## config.mk

```make
export PLATFORM = sky130hd
export DESIGN_NAME = counter_credit_arbiter
export DESIGN_NICKNAME = d
export VERILOG_FILES = /design/src/rtl/counter_credit_arbiter.sv
export SDC_FILE = /design/constraint.sdc
export NUM_CORES = 1
export LEC_CHECK = 0
export ABC_AREA = 1
export BUFFER_PORTS_ARGS = -buffer_cell sky130_fd_sc_hd__buf_2
export CAP_MARGIN = 20
export CORE_ASPECT_RATIO = 0.7
export CORE_MARGIN = 2
export CORE_UTILIZATION = 50
export DETAILED_ROUTE_END_ITERATION = 6
export GPL_TIMING_DRIVEN = 1
export PLACE_DENSITY = 0.8
export REMOVE_ABC_BUFFERS = 1
export SLEW_MARGIN = 20
export SYNTH_ARGS = -nofsm -noshare
export SYNTH_HDL_FRONTEND = slang
export SYNTH_SLANG_ARGS = --single-unit
```

## constraint.sdc

```tcl
create_clock -name clk -period 3.8 [get_ports clk]
set_input_delay 0.19 -clock clk [delete_from_list [all_inputs] [get_ports clk]]
set_output_delay 0.19 -clock clk [all_outputs]
set_load 0.05 [all_outputs]
```

## src/rtl/counter_credit_arbiter.sv

```systemverilog
// Round-robin credit arbiter wrapped around a shared up/down occupancy counter.
// Requesters allocate credits and one release port hands credits back.
// At most one allocation is granted per cycle, and only when it still fits
// under MAX_VALUE after the release that happens in the same cycle.
module counter_credit_arbiter #(
  parameter int NUM_REQ    = 4,
  parameter int WIDTH      = 4,
  parameter int AMT_W      = 2,
  parameter int INIT_VALUE = 0,
  parameter int MAX_VALUE  = 15
) (
  input  logic                     clk,
  input  logic                     rst,
  input  logic                     reinit,
  input  logic [WIDTH-1:0]         initial_value,
  input  logic [NUM_REQ-1:0]       req_valid,
  input  logic [NUM_REQ*AMT_W-1:0] req_amt,
  output logic [NUM_REQ-1:0]       req_ready,
  input  logic                     rel_valid,
  input  logic [AMT_W-1:0]         rel_amt,
  output logic [WIDTH-1:0]         value,
  output logic [WIDTH-1:0]         value_next,
  output logic                     busy,
  output logic                     underflow
);

  localparam int PTR_W = (NUM_REQ > 1) ? $clog2(NUM_REQ) : 1;

  typedef enum logic {ST_ACTIVE, ST_REINIT} state_t;

  state_t           r_state;
  logic [PTR_W-1:0] r_rr_ptr;
  logic [WIDTH-1:0] r_value;
  logic             r_underflow;

  logic [AMT_W-1:0] w_amt_arr [NUM_REQ];
  logic [PTR_W-1:0] w_idx;
  logic [PTR_W-1:0] w_cand;
  logic             w_found;
  logic             w_load;
  logic             w_under;
  logic             w_grant;
  logic [WIDTH:0]   w_value_ext;
  logic [WIDTH:0]   w_rel_ext;
  logic [WIDTH:0]   w_after_rel;
  logic [WIDTH:0]   w_cand_amt;
  logic [WIDTH:0]   w_sum;

  // Split the flat amount bus into one entry per requester
  for (genvar g = 0; g < NUM_REQ; g++) begin : g_amt
    assign w_amt_arr[g] = req_amt[g*AMT_W +: AMT_W];
  end

  // Find the first valid requester at or after the round-robin pointer
  always_comb begin
    w_found = 1'b0;
    w_cand  = '0;
    w_idx   = '0;
    for (int k = 0; k < NUM_REQ; k++) begin
      w_idx = PTR_W'((int'(r_rr_ptr) + k) % NUM_REQ);
      if (!w_found && req_valid[w_idx]) begin
        w_found = 1'b1;
        w_cand  = w_idx;
      end
    end
  end

  // Release clamping, fit check for the candidate, grant and next counter value
  always_comb begin
    w_load      = reinit | (r_state == ST_REINIT);
    w_rel_ext   = rel_valid ? (WIDTH+1)'(rel_amt) : '0;
    w_value_ext = {1'b0, r_value};
    w_under     = (w_rel_ext > w_value_ext);
    w_after_rel = w_under ? '0 : (w_value_ext - w_rel_ext);
    w_cand_amt  = (WIDTH+1)'(w_amt_arr[w_cand]);
    w_sum       = w_after_rel + w_cand_amt;
    w_grant     = rst & ~w_load & w_found & (w_sum <= (WIDTH+1)'(MAX_VALUE));
    req_ready   = '0;
    if (w_grant) begin
      req_ready[w_cand] = 1'b1;
    end
    if (w_load) begin
      value_next = initial_value;
    end else if (w_grant) begin
      value_next = w_sum[WIDTH-1:0];
    end else begin
      value_next = w_after_rel[WIDTH-1:0];
    end
  end

  // State, counter, pointer and sticky underflow; reinit preempts grants and releases
  always_ff @(posedge clk or negedge rst) begin
    if (!rst) begin
      r_state     <= ST_ACTIVE;
      r_value     <= WIDTH'(INIT_VALUE);
      r_rr_ptr    <= '0;
      r_underflow <= 1'b0;
    end else begin
      r_value <= value_next;
      r_state <= reinit ? ST_REINIT : ST_ACTIVE;
      if (w_grant) begin
        r_rr_ptr <= PTR_W'((int'(w_cand) + 1) % NUM_REQ);
      end
      if (!w_load && w_under) begin
        r_underflow <= 1'b1;
      end
    end
  end

  assign value     = r_value;
  assign busy      = (r_state == ST_REINIT);
  assign underflow = r_underflow;

endmodule

```

## After elaboration in Yosys (flattened, before gate mapping)

Index checks and enable logic that the tools add are counted.

- Flip-flop bits (word level): 8
- Bits of input ports: 22
- Output and inout bits: 14

- Add/sub/neg operators: 6
- Order comparisons: 9
- Muxes and demuxes: 27
- Bitwise operators: 6
- Reductions and logical operators: 9

Operator list:

| operator | count |
|---|---|
| $lt 2x3->1 const B | 5 |
| $mux 2 | 7 |
| $mux 4 | 3 |
| $mux 1 | 10 |
| $bmux 1 s2 | 4 |
| $add 5x2->5 | 1 |
| $le 5x4->1 const B | 1 |
| $logic_and 1x1->1 | 5 |
| $mux 5 | 1 |
| $sub 4x2->5 | 1 |
| $add 2x1->2 const B | 2 |
| $add 2x2->2 const B | 2 |
| $bmux 2 s2 | 1 |
| $gt 2x4->1 | 1 |
| $logic_not 1->1 | 4 |
| $and 1x1->1 | 3 |
| $ge 3x3->1 const B | 1 |
| $not 2->3 | 1 |
| $demux 1 s2 | 1 |
| $ge 2x1->1 const B | 1 |
| $not 1->1 | 1 |
| $or 1x1->1 | 1 |

## Longest topological paths before layout

Gate-level depths: netlist of run 1.

- Word-level depth: 21
- Gate-level depth with buffers: 23
- Mapped depth without buffers: 22

## Worst setup path after synthesis of run 1

OpenSTA, ideal clock, no wires.

- Path type: register to register
- Start: register r_rr_ptr[0]
- End: register r_value[0], in the netlist value[0]
- Arrival time: 3.563 ns
- Required time: 3.552 ns
- Setup slack: -0.012 ns
- Stages on the path, launching flop included: 19
- Period minus slack after synthesis: 3.812 ns
- Path through: dfrtp_1 > buf_6 > nand2_2 > nand2_4 > nand2_1 > nand2_2 > nor2_4 > nand3_4 > nand3_2 > nand2_1 > nand3_1 > nand2_1 > ha_1 > fa_1 > nand2_1 > nor2_1 > nor2_2 > a21oi_1 > o21ai_0

- Word-level cells in the longest chain between the ends: 21
- Elaborated cells on any way between the ends: 35
- Classes of those cells: add/sub (4); order compare (1); mux (21); bitwise (3); reduce/logical (6)

RTL lines:

| what | RTL line | text |
|---|---|---|
| start, declared | 32 | `logic [PTR_W-1:0] r_rr_ptr;` |
| start signal, assigned | 102 | `r_rr_ptr <= PTR_W'((int'(w_cand) + 1) % NUM_REQ);` |
| parallel branches: the longest is 19 deep, another holds $add 2x1->2 | n/a |  |
| $mux 4 * | 84 | `end else if (w_grant) begin` |
| $mux 4 * | 82 | `if (w_load) begin` |
| via value_next[0] | 22 | `output logic [WIDTH-1:0] value_next,` |
| end signal, assigned | 95 | `r_value <= WIDTH'(INIT_VALUE);` |
| end signal, assigned | 99 | `r_value <= value_next;` |
| end, declared | 33 | `logic [WIDTH-1:0] r_value;` |

Mark *: on every way through the listed nets, which the timed path passes. The select of a mux whose other input is x is not followed.
A chain may end at the register's enable or synchronous reset.

## Worst setup path after layout of run 1

- Start: register r_rr_ptr[0]
- End: output port value_next[2]

- Word-level cells in the longest chain between the ends: 21
- Elaborated cells on any way between the ends: 35
- Classes of those cells: add/sub (4); order compare (1); mux (21); bitwise (3); reduce/logical (6)

RTL lines:

| what | RTL line |
|---|---|
| parallel branches: the longest is 19 deep, another holds $add 2x1->2 | n/a |
| $mux 4 * | 84 |
| $mux 4 * | 82 |
| end, declared | 22 |

Every way passes the cells marked *. The select of a mux whose other input is x is not followed.

==> results.cfg, run 1 <==
[run_status]
status = finished, final reports clean

[routing]
routed_via_density = 5.11
firstDrtPassIters = 4
finalWirelength_um = 2950
drtIter0Drc = 68
wire_per_inst_um = 12.3
drtAntennaViolNets = 0
route.detailed.drc = 0
vias = 1227

[worst_setup_path]
endpoint_kind = primary output
crit_fanout = 6
cp.arrival_ns = 3.42
required_ns = 3.61
crit_type = reg -> out
crit_top_cell = nand3_1
path_cells = buf_4, nand2_2, nand3_1, nand2_1, inv_1, nand3_1, nand3_1, nand2_2, inv_1, nand3_1, nand2_1, ha_1, fa_1, nand2_1, nor2_1, nor2_4, nand3_1, nand2_1, nand3_1, nand2_1, buf_2
slowest_delay_ns = 0.45
crit_path_top_delay_cell = dfrtp_2
start_kind = flip-flop

[synth]
synthAdderAreaFrac_pct = 13.2
yosys_warnings = 0
synthCells = 170
synth_flop_cell = dfrtp_1
synth_top_family_by_area = simple AND/OR/NAND/NOR gates
syn_area_per_cell_um2 = 6.23
yosysSeqAreaShare_pct = 18.9
synth-seq-cells = 8
synth-xor-area-share_pct = 1.65
yosysUniqueCellTypes = 26
syn_area_um2 = 1060
synth-simple-area-share_pct = 45.5
synth_compound_area_share_pct = 6.26
synthMuxAreaShare_pct = 0
synth-edff-count = 0
async_reset_ff_share_pct = 100

[power]
p_leak_nw = 0.842
power.density_nw_per_um2 = 808
vdd_drop_max_v = 0.000514

[timing]
skew_ns = 0.00383
fin_tns_setup_ns = 0
max_slew_margin_pct = 76.5
hold_violations = 0
tightestPinTransition_ns = 0.351
period_share_pct = 94.9
fin_hold_ws_ns = 0.0688
report.final.slew_viol_count = 0
fmax_mhz = 277
setup-violations-final = 0
min_period_ns = 3.61

[final_layout]
final_common_cell = nand2_1
utilization_pct = 72.4
nets = 252
drive_above_1_share_pct = 33.0
num_antenna_cells = 0
register_area_um2 = 201
multiInputGateArea_um2 = 737
fillers = 156
area_delta_synth_final_pct = 31.1
fin_area_um2 = 1390
final_cell_mix = nand2_1, inv_1, buf_2
layout.cells.non_filler = 240

[grt]
grt_pass1_vias = 1012
grt_pass1_wl_um = 4470
antenna_found_initial = 0
track_usage_pct = 23.1
overflow = 0
grt_max_degree = 13

[placement]
placed_cells_incl_taps = 225
routabilityCongestion = 0.893
place_hpwl_um = 2280
io_buffers = 35
place_area_um2 = 1240

[clock_network]
clockRootBuffer = clkbuf_4
h-tree-depth = 1
cts_tree = yes
clk_pin_slew_worst_paths_ns = 0.05
clk_path_buf_depth = 2
cts.sinks = 8
insertion_delay_ns = 0.25
cts_buffers = 3

[floorplanning]
die_w_um = 59.0
die_area_um2 = 2510
core_um2 = 1920
die_y_um = 42.5
start_util_pct = 55.2
io_pins = 36
rows = 13

[hold_path]
hp-class = in -> reg

[flow_run]
max-cap-violations = 0
## state kept, by name, indices dropped and copies added (netlist names)
register and count:
busy 1, r_rr_ptr 2, underflow 1, value 4
## kinds of logic (layout without fill, tap and decap cells)
| kind of cell | Yosys count | count (layout) |
|---|---|---|
| and+or+nand+nor | 102 | 103 |
| buffers and inverters | 36 | 83 |
| AOI/OAI and AO/OA | 12 | 12 |
| adders and majority gates | 10 | 10 |
| DFF | 8 | 8 |
| xor gates and xnor gates | 2 | 2 |
## layer usage
metal / global-route usage, % / up-vias / share of wire [%]
met5: 0 / - / 0
met4: 4.09 / 0 / 0
met1: 34.9 / 548 / 47
met3: 2.78 / 0 / 5.6
met2: 35.3 / 55 / 47
li1: - / 624 / -
## worst max-delay path: cells and delay by family (launching register included)
family / cells / cell delay (ns)
simple gates: 15 / 1.43
fa+ha+maj: 2 / 0.64
buf+inv: 4 / 0.64
flops: 1 / 0.45
## cells in the mapped netlist, types with 2 or more instances
master	n	share of area (%)
nor2_1	11	3.9
nand2_1	55	19
inv_2	3	1.1
nand4_1	5	3.0
nand3_1	16	7.6
ha_1	8	9.4
fa_1	2	3.8
dfrtp_1	8	19
nand2_2	7	4.1
nand2_4	2	2.1
o21ai_0	5	2.4
inv_1	31	11
a21oi_1	4	1.9
## path summary, 6_finish.rpt
| path | from | end | slack (ns) | depth (start not counted) |
|---|---|---|---|---|
| min in group asynchronous | rst | value[1] | 0.35 | 2 |
| max in group asynchronous | rst | r_rr_ptr[0] | 3.26 | 2 |
| worst min-delay path | reinit | busy | 0.07 | 1 |
| worst min register to register | underflow | underflow | 0.52 | 1 |
| worst max register to register | r_rr_ptr[0] | r_rr_ptr[1] | 0.56 | 21 |
| worst max-delay path | r_rr_ptr[0] | value_next[2] | 0.19 | 21 |
## report_power, final
group | total [mW] | internal, mW | switching (mW)
combinational | 0.925 | 0.324 | 0.601
clock | 0.0620 | 0.0359 | 0.0261
sequential | 0.135 | 0.107 | 0.0286
total | 1.12 | 0.467 | 0.655
## per-stage QoR
stage               setup slack, ns  power (mW)
finish                        0.192        1.12
global route                -0.0388        1.24
CTS                         0.00710        1.00
detailed placement            0.145       0.929
global placement              0.345       0.889
floorplan                    -0.176       0.740
## layout make-up
class | count | share of cell area (%)
Multi-Input combinational cell | 127 | 53.1
Timing Repair Buffer | 46 | 19.5
Sequential cell | 8 | 14.5
Inverter | 34 | 9.37
Tap cell | 22 | 1.98
Clock buffer | 3 | 1.62
## what timing repair did
| item | CTS | global route |
|---|---|---|
| resized for setup | 3 | 16 |
| cloned | 0 | 1 |
| hold endpoints to repair | 8 | 0 |
| endpoints found under the setup margin | 6 | 8 |
| hold buffers | 1 | 0 |
| pin swaps | 1 | 4 |
| setup buffers | 0 | 10 |
Note: power is estimated with default switching activity, not from simulation.
==> run 2: changes to the inputs <==
--- a/config.mk
+++ b/config.mk
@@ -10,10 +10,10 @@
 export CAP_MARGIN = 20
 export CORE_ASPECT_RATIO = 0.7
 export CORE_MARGIN = 2
-export CORE_UTILIZATION = 50
+export CORE_UTILIZATION = 30
 export DETAILED_ROUTE_END_ITERATION = 6
 export GPL_TIMING_DRIVEN = 1
-export PLACE_DENSITY = 0.8
+export PLACE_DENSITY = 0.55
 export REMOVE_ABC_BUFFERS = 1
 export SLEW_MARGIN = 20
 export SYNTH_ARGS = -nofsm -noshare
==> run 2 against run 1 <==
Critical path depth unchanged; sequential share of layout area decreased by 0.052 points; highest routed layer is now met4; largest cell class unchanged; routed wire length decreased by 16%; core utilization decreased by 32 points.
==> results.cfg, run 2 (synthesis results as in run 1) <==
[run_status]
status = finished, final reports clean

[clock_network]
cts_tree = yes
cts_buffers = 3
insertion_delay_ns = 0.22
cts.sinks = 8
clk_pin_slew_worst_paths_ns = 0.04
clk_path_buf_depth = 2
h-tree-depth = 1
clockRootBuffer = clkbuf_8

[floorplanning]
io_pins = 36
start_util_pct = 30.8
core_um2 = 3450
rows = 18
die_y_um = 53.7
die_w_um = 75.0
die_area_um2 = 4030

[final_layout]
layout.cells.non_filler = 262
num_antenna_cells = 0
nets = 246
final_cell_mix = nand2_1, buf_2, inv_1
final_common_cell = nand2_1
drive_above_1_share_pct = 30.7
area_delta_synth_final_pct = 31.5
fillers = 387
largest_register_ff_count = 4

[routing]
drtAntennaViolNets = 0
finalWirelength_um = 2490
route.detailed.drc = 0
routed_via_density = 4.24
drtIter0Drc = 58
firstDrtPassIters = 4
wire_per_inst_um = 9.48
vias = 1110

[worst_setup_path]
cp.buffers_inverters = 3
crit_fanout = 8
cp.arrival_ns = 3.31
required_ns = 3.61
critical_path_depth = 21
crit_top_cell = nand2_1
crit_path_top_delay_cell = dfrtp_2
crit_type = reg -> out
crit_family = simple AND/OR/NAND/NOR gates
reg2regPathDepth = 19
path_cells = buf_4, nand2_1, nand2_1, nand2_1, nand2_2, nor2_4, nand3_1, nand2_2, inv_1, nand3_1, nand2_1, ha_1, fa_1, nand2_1, nor2_1, nor2_4, nand3_1, nand2_1, nand3_1, nand2_1, buf_2
slowest_delay_ns = 0.47
endpoint_kind = primary output
start_kind = flip-flop

[timing]
hold_violations = 0
min_period_ns = 3.50
max_slew_margin_pct = 74.9
fmax_mhz = 286
skew_ns = 0.00213
tightestPinTransition_ns = 0.376
rsz0062_at_grt = no
report.final.slew_viol_count = 0
period_share_pct = 92.1
fin_ws_ns = 0.300
setup-violations-final = 0
fin_hold_ws_ns = 0.0922

[power]
p_total_mw = 1.07
switchingPower_uw = 603
p_comb_share_pct = 78.2
swShare_pct = 56.4
power.internal_uw = 466
p_clk_share_pct = 9.1
vdd_drop_max_v = 0.000307
power.density_nw_per_um2 = 767
p_leak_nw = 0.823
sequentialPowerShare_pct = 12.6

[flow_run]
max-cap-violations = 0

[placement]
placed_cells_incl_taps = 254
io_buffers = 35
dp_slack_ns = 0.286
place_hpwl_um = 2060
routabilityCongestion = 0.770

[grt]
grt_pass1_wl_um = 4110
grt_pass1_vias = 937
overflow = 0
antenna_found_initial = 0
track_usage_pct = 13.0
grt_max_degree = 13

[hold_path]
hp-class = in -> reg
min_path_cells = 1
-- run 2: timing repair --
action                                  in CTS  in global routing
hold buffers                                 1                  0
endpoints found under the setup margin       0                  8
endpoints found under the hold margin        8                  0
setup buffers                                0                  4
resized for setup                            0                 14
-- run 2: power by group through the flow --
| stage | combinational [mW] | clock [mW] | sequential, mW |
|---|---|---|---|
| floorplan | 0.570 | 0 | 0.169 |
| global placement | 0.788 | 0 | 0.133 |
| detailed placement | 0.770 | 0 | 0.133 |
| CTS | 0.776 | 0.102 | 0.132 |
| global route | 0.970 | 0.106 | 0.139 |
| finish | 0.837 | 0.0978 | 0.135 |
-- run 2: per-layer routing --
layer | global-route usage [%] | up-vias | wire length [um]
met5 | 0 | - | 0
met1 | 20.7 | 472 | 1310
li1 | - | 610 | -
met3 | 2.62 | 2 | 179
met4 | 1.79 | 0 | 18
met2 | 18.1 | 26 | 978
-- run 2: worst paths after layout --
path                             start  slack [ns]       endpoint
min in group asynchronous          rst        0.35       value[2]
max in group asynchronous          rst        3.26    r_rr_ptr[0]
min                             reinit        0.09           busy
max reg2reg                r_rr_ptr[0]        0.81       value[0]
min reg2reg                  underflow        0.47      underflow
max                        r_rr_ptr[0]        0.30  value_next[2]
-- run 2: through the flow --
stage	TNS (ns)	cell area [um2]	utilization (%)
after CTS	0	1330	38.6
final	0	1390	40.5
after floorplan	-0.586	1030	-
after global placement	0	1280	37.1
after global routing	0	1390	40.5
after detailed placement	0	1280	37.1
-- run 2: area by class of cell --
| class | instances | area, um2 | area share (%) |
|---|---|---|---|
| multi-input combinational | 126 | 728 | 52.2 |
| tap | 50 | 62.6 | 4.49 |
| sequential | 8 | 201 | 14.5 |
| clock buffer | 3 | 41.3 | 2.96 |
| inverter | 34 | 130 | 9.34 |
| timing repair buffer | 41 | 230 | 16.5 |
==> run 3: changes to the inputs <==
--- a/config.mk
+++ b/config.mk
@@ -13,7 +13,6 @@
 export CORE_UTILIZATION = 30
 export DETAILED_ROUTE_END_ITERATION = 6
 export GPL_TIMING_DRIVEN = 1
-export PLACE_DENSITY = 0.55
 export REMOVE_ABC_BUFFERS = 1
 export SLEW_MARGIN = 20
 export SYNTH_ARGS = -nofsm -noshare
==> run 3 against run 2 <==
First-iteration DRC count increased by 19%; worst hold slack got worse by 0.0023 ns; via count up 3.0%; critical path type unchanged; critical path depth is the same; sequential power about the same; routed wire length increased by 6.2%; clock power is 0.9% higher; total power up 2.3%; global-route usage rose by 0.63 points; core utilization increased by 0.51 points.
==> results.cfg, run 3 (synthesis results as in run 1) <==
[run_status]
status = finished, final reports clean

[grt]
track_usage_pct = 13.7
overflow = 0
antenna_found_initial = 0
grt_max_degree = 13
grt_pass1_vias = 938
grt_pass1_wl_um = 4220

[routing]
wl_met2_um = 1080
top_layer_used = met4
vias = 1143
finalWirelength_um = 2640
firstDrtPassIters = 4
route.detailed.drc = 0
drtIter0Drc = 69
routed_via_density = 4.33
wl_met3_um = 150
wire_per_inst_um = 10.0
wl_met1_um = 1390
drtAntennaViolNets = 0

[floorplanning]
die_w_um = 75.0
die_y_um = 53.7
rows = 18
core_um2 = 3450
die_area_um2 = 4030
io_pins = 36
start_util_pct = 30.8

[placement]
dp_slack_ns = 0.161
routabilityCongestion = 0.827
place_hpwl_um = 2130
io_buffers = 35

[clock_network]
cts_buffers = 3
clk_pin_slew_worst_paths_ns = 0.04
h-tree-depth = 1
clk_path_buf_depth = 2
clockRootBuffer = clkbuf_8
cts_tree = yes
cts.sinks = 8
insertion_delay_ns = 0.22

[final_layout]
num_antenna_cells = 0
area_delta_synth_final_pct = 33.2
largest_register_ff_count = 4
multiInputGateArea_um2 = 734
register_area_um2 = 201
final_cell_mix = nand2_1, buf_2, inv_1
final_common_cell = nand2_1
fillers = 377
drive_above_1_share_pct = 31.3
nets = 248

[worst_setup_path]
cp.buffers_inverters = 3
endpoint_kind = primary output
start_kind = flip-flop
slowest_delay_ns = 0.45
crit_top_cell = nand2_1
crit_type = reg -> out
path_cells = buf_4, nand2_1, nand2_1, nand2_1, nand2_2, nor2_4, nand3_1, nand2_2, inv_1, nand3_1, nand2_1, ha_1, fa_1, nand2_1, nor2_1, nor2_4, nand3_1, nand2_1, nand3_1, nand2_1, buf_2
required_ns = 3.61
crit_family = simple AND/OR/NAND/NOR gates
cp.arrival_ns = 3.30
crit_fanout = 7
crit_path_top_delay_cell = dfrtp_2

[timing]
skew_ns = 0.00151
fin_ws_ns = 0.313
report.final.slew_viol_count = 0
max_slew_margin_pct = 76.7
rsz0062_at_grt = no
fin_hold_ws_ns = 0.0899
min_period_ns = 3.49
hold_violations = 0
setup-violations-final = 0
fin_tns_setup_ns = 0
fmax_mhz = 287
period_share_pct = 91.8
tightestPinTransition_ns = 0.349

[power]
power.density_nw_per_um2 = 776
p_leak_nw = 0.831
p_total_mw = 1.09
vdd_drop_max_v = 0.000248

[flow_run]
max-cap-violations = 0

[hold_path]
hp-class = in -> reg
## run 3: path summary, 6_finish.rpt
kind / from / to / slack [ns] / cells past startpoint
hold / removal: reinit / busy / 0.09 / 1
min in group asynchronous: rst / value[0] / 0.36 / 2
hold reg to reg: underflow / underflow / 0.47 / 1
setup reg to reg: r_rr_ptr[0] / r_rr_ptr[1] / 0.81 / 20
max in group asynchronous: rst / r_rr_ptr[0] / 3.25 / 2
setup / recovery: r_rr_ptr[0] / value_next[2] / 0.31 / 21
## run 3: area by class of cell
class	count	share of cell area, %
tap	50	4.43
multi-input combinational	127	52.0
inverter	34	9.22
sequential	8	14.3
timing repair buffer	42	17.1
clock buffer	3	2.93
## run 3: routing by layer
layer / vias up / GRT usage, %
met5: - / 0
met4: 0 / 3.57
met3: 2 / 2.81
met2: 27 / 17.5
met1: 496 / 22.1
li1: 618 / -
## run 3: repair_timing
| item | CTS | global route |
|---|---|---|
| hold buffers | 1 | 0 |
| resized for setup | 1 | 15 |
| cloned | 0 | 1 |
| setup buffers | 0 | 6 |
| pin swaps | 0 | 2 |
| endpoints found under the hold margin | 8 | 0 |
| setup endpoints to repair | 3 | 8 |
## run 3: worst register-to-register path, cell delays in order, from the launching register on
cell,delay [ns]
dfrtp_2,0.45
buf_4,0.16
nand2_1,0.05
nand2_1,0.09
nand2_1,0.10
nand2_2,0.06
nor2_4,0.13
nand3_1,0.10
nand2_2,0.13
inv_1,0.11
nand3_1,0.09
nand2_1,0.06
ha_1,0.21
fa_1,0.41
nand2_1,0.09
nor2_1,0.07
nor2_4,0.17
nand2_2,0.11
buf_4,0.15
nor2_1,0.08
a21oi_1,0.05
## run 3: through the flow
stage          utilization, %  std cells  cell area (um2)
6_report                 41.0        264             1410
5_1_grt                  41.0        264             1410
4_1_cts                  38.4        257             1320
3_5_place_dp             36.9        253             1270
3_3_place_gp             36.9        253             1270
2_1_floorplan               -        168             1030
## run 3: report_power, final
| group | leakage (nW) | switching (mW) | internal, mW | total, mW |
|---|---|---|---|---|
| Combinational | 0.718 | 0.564 | 0.298 | 0.862 |
| Sequential | 0.0917 | 0.0275 | 0.107 | 0.134 |
| Clock | 0.0216 | 0.0303 | 0.0683 | 0.0987 |
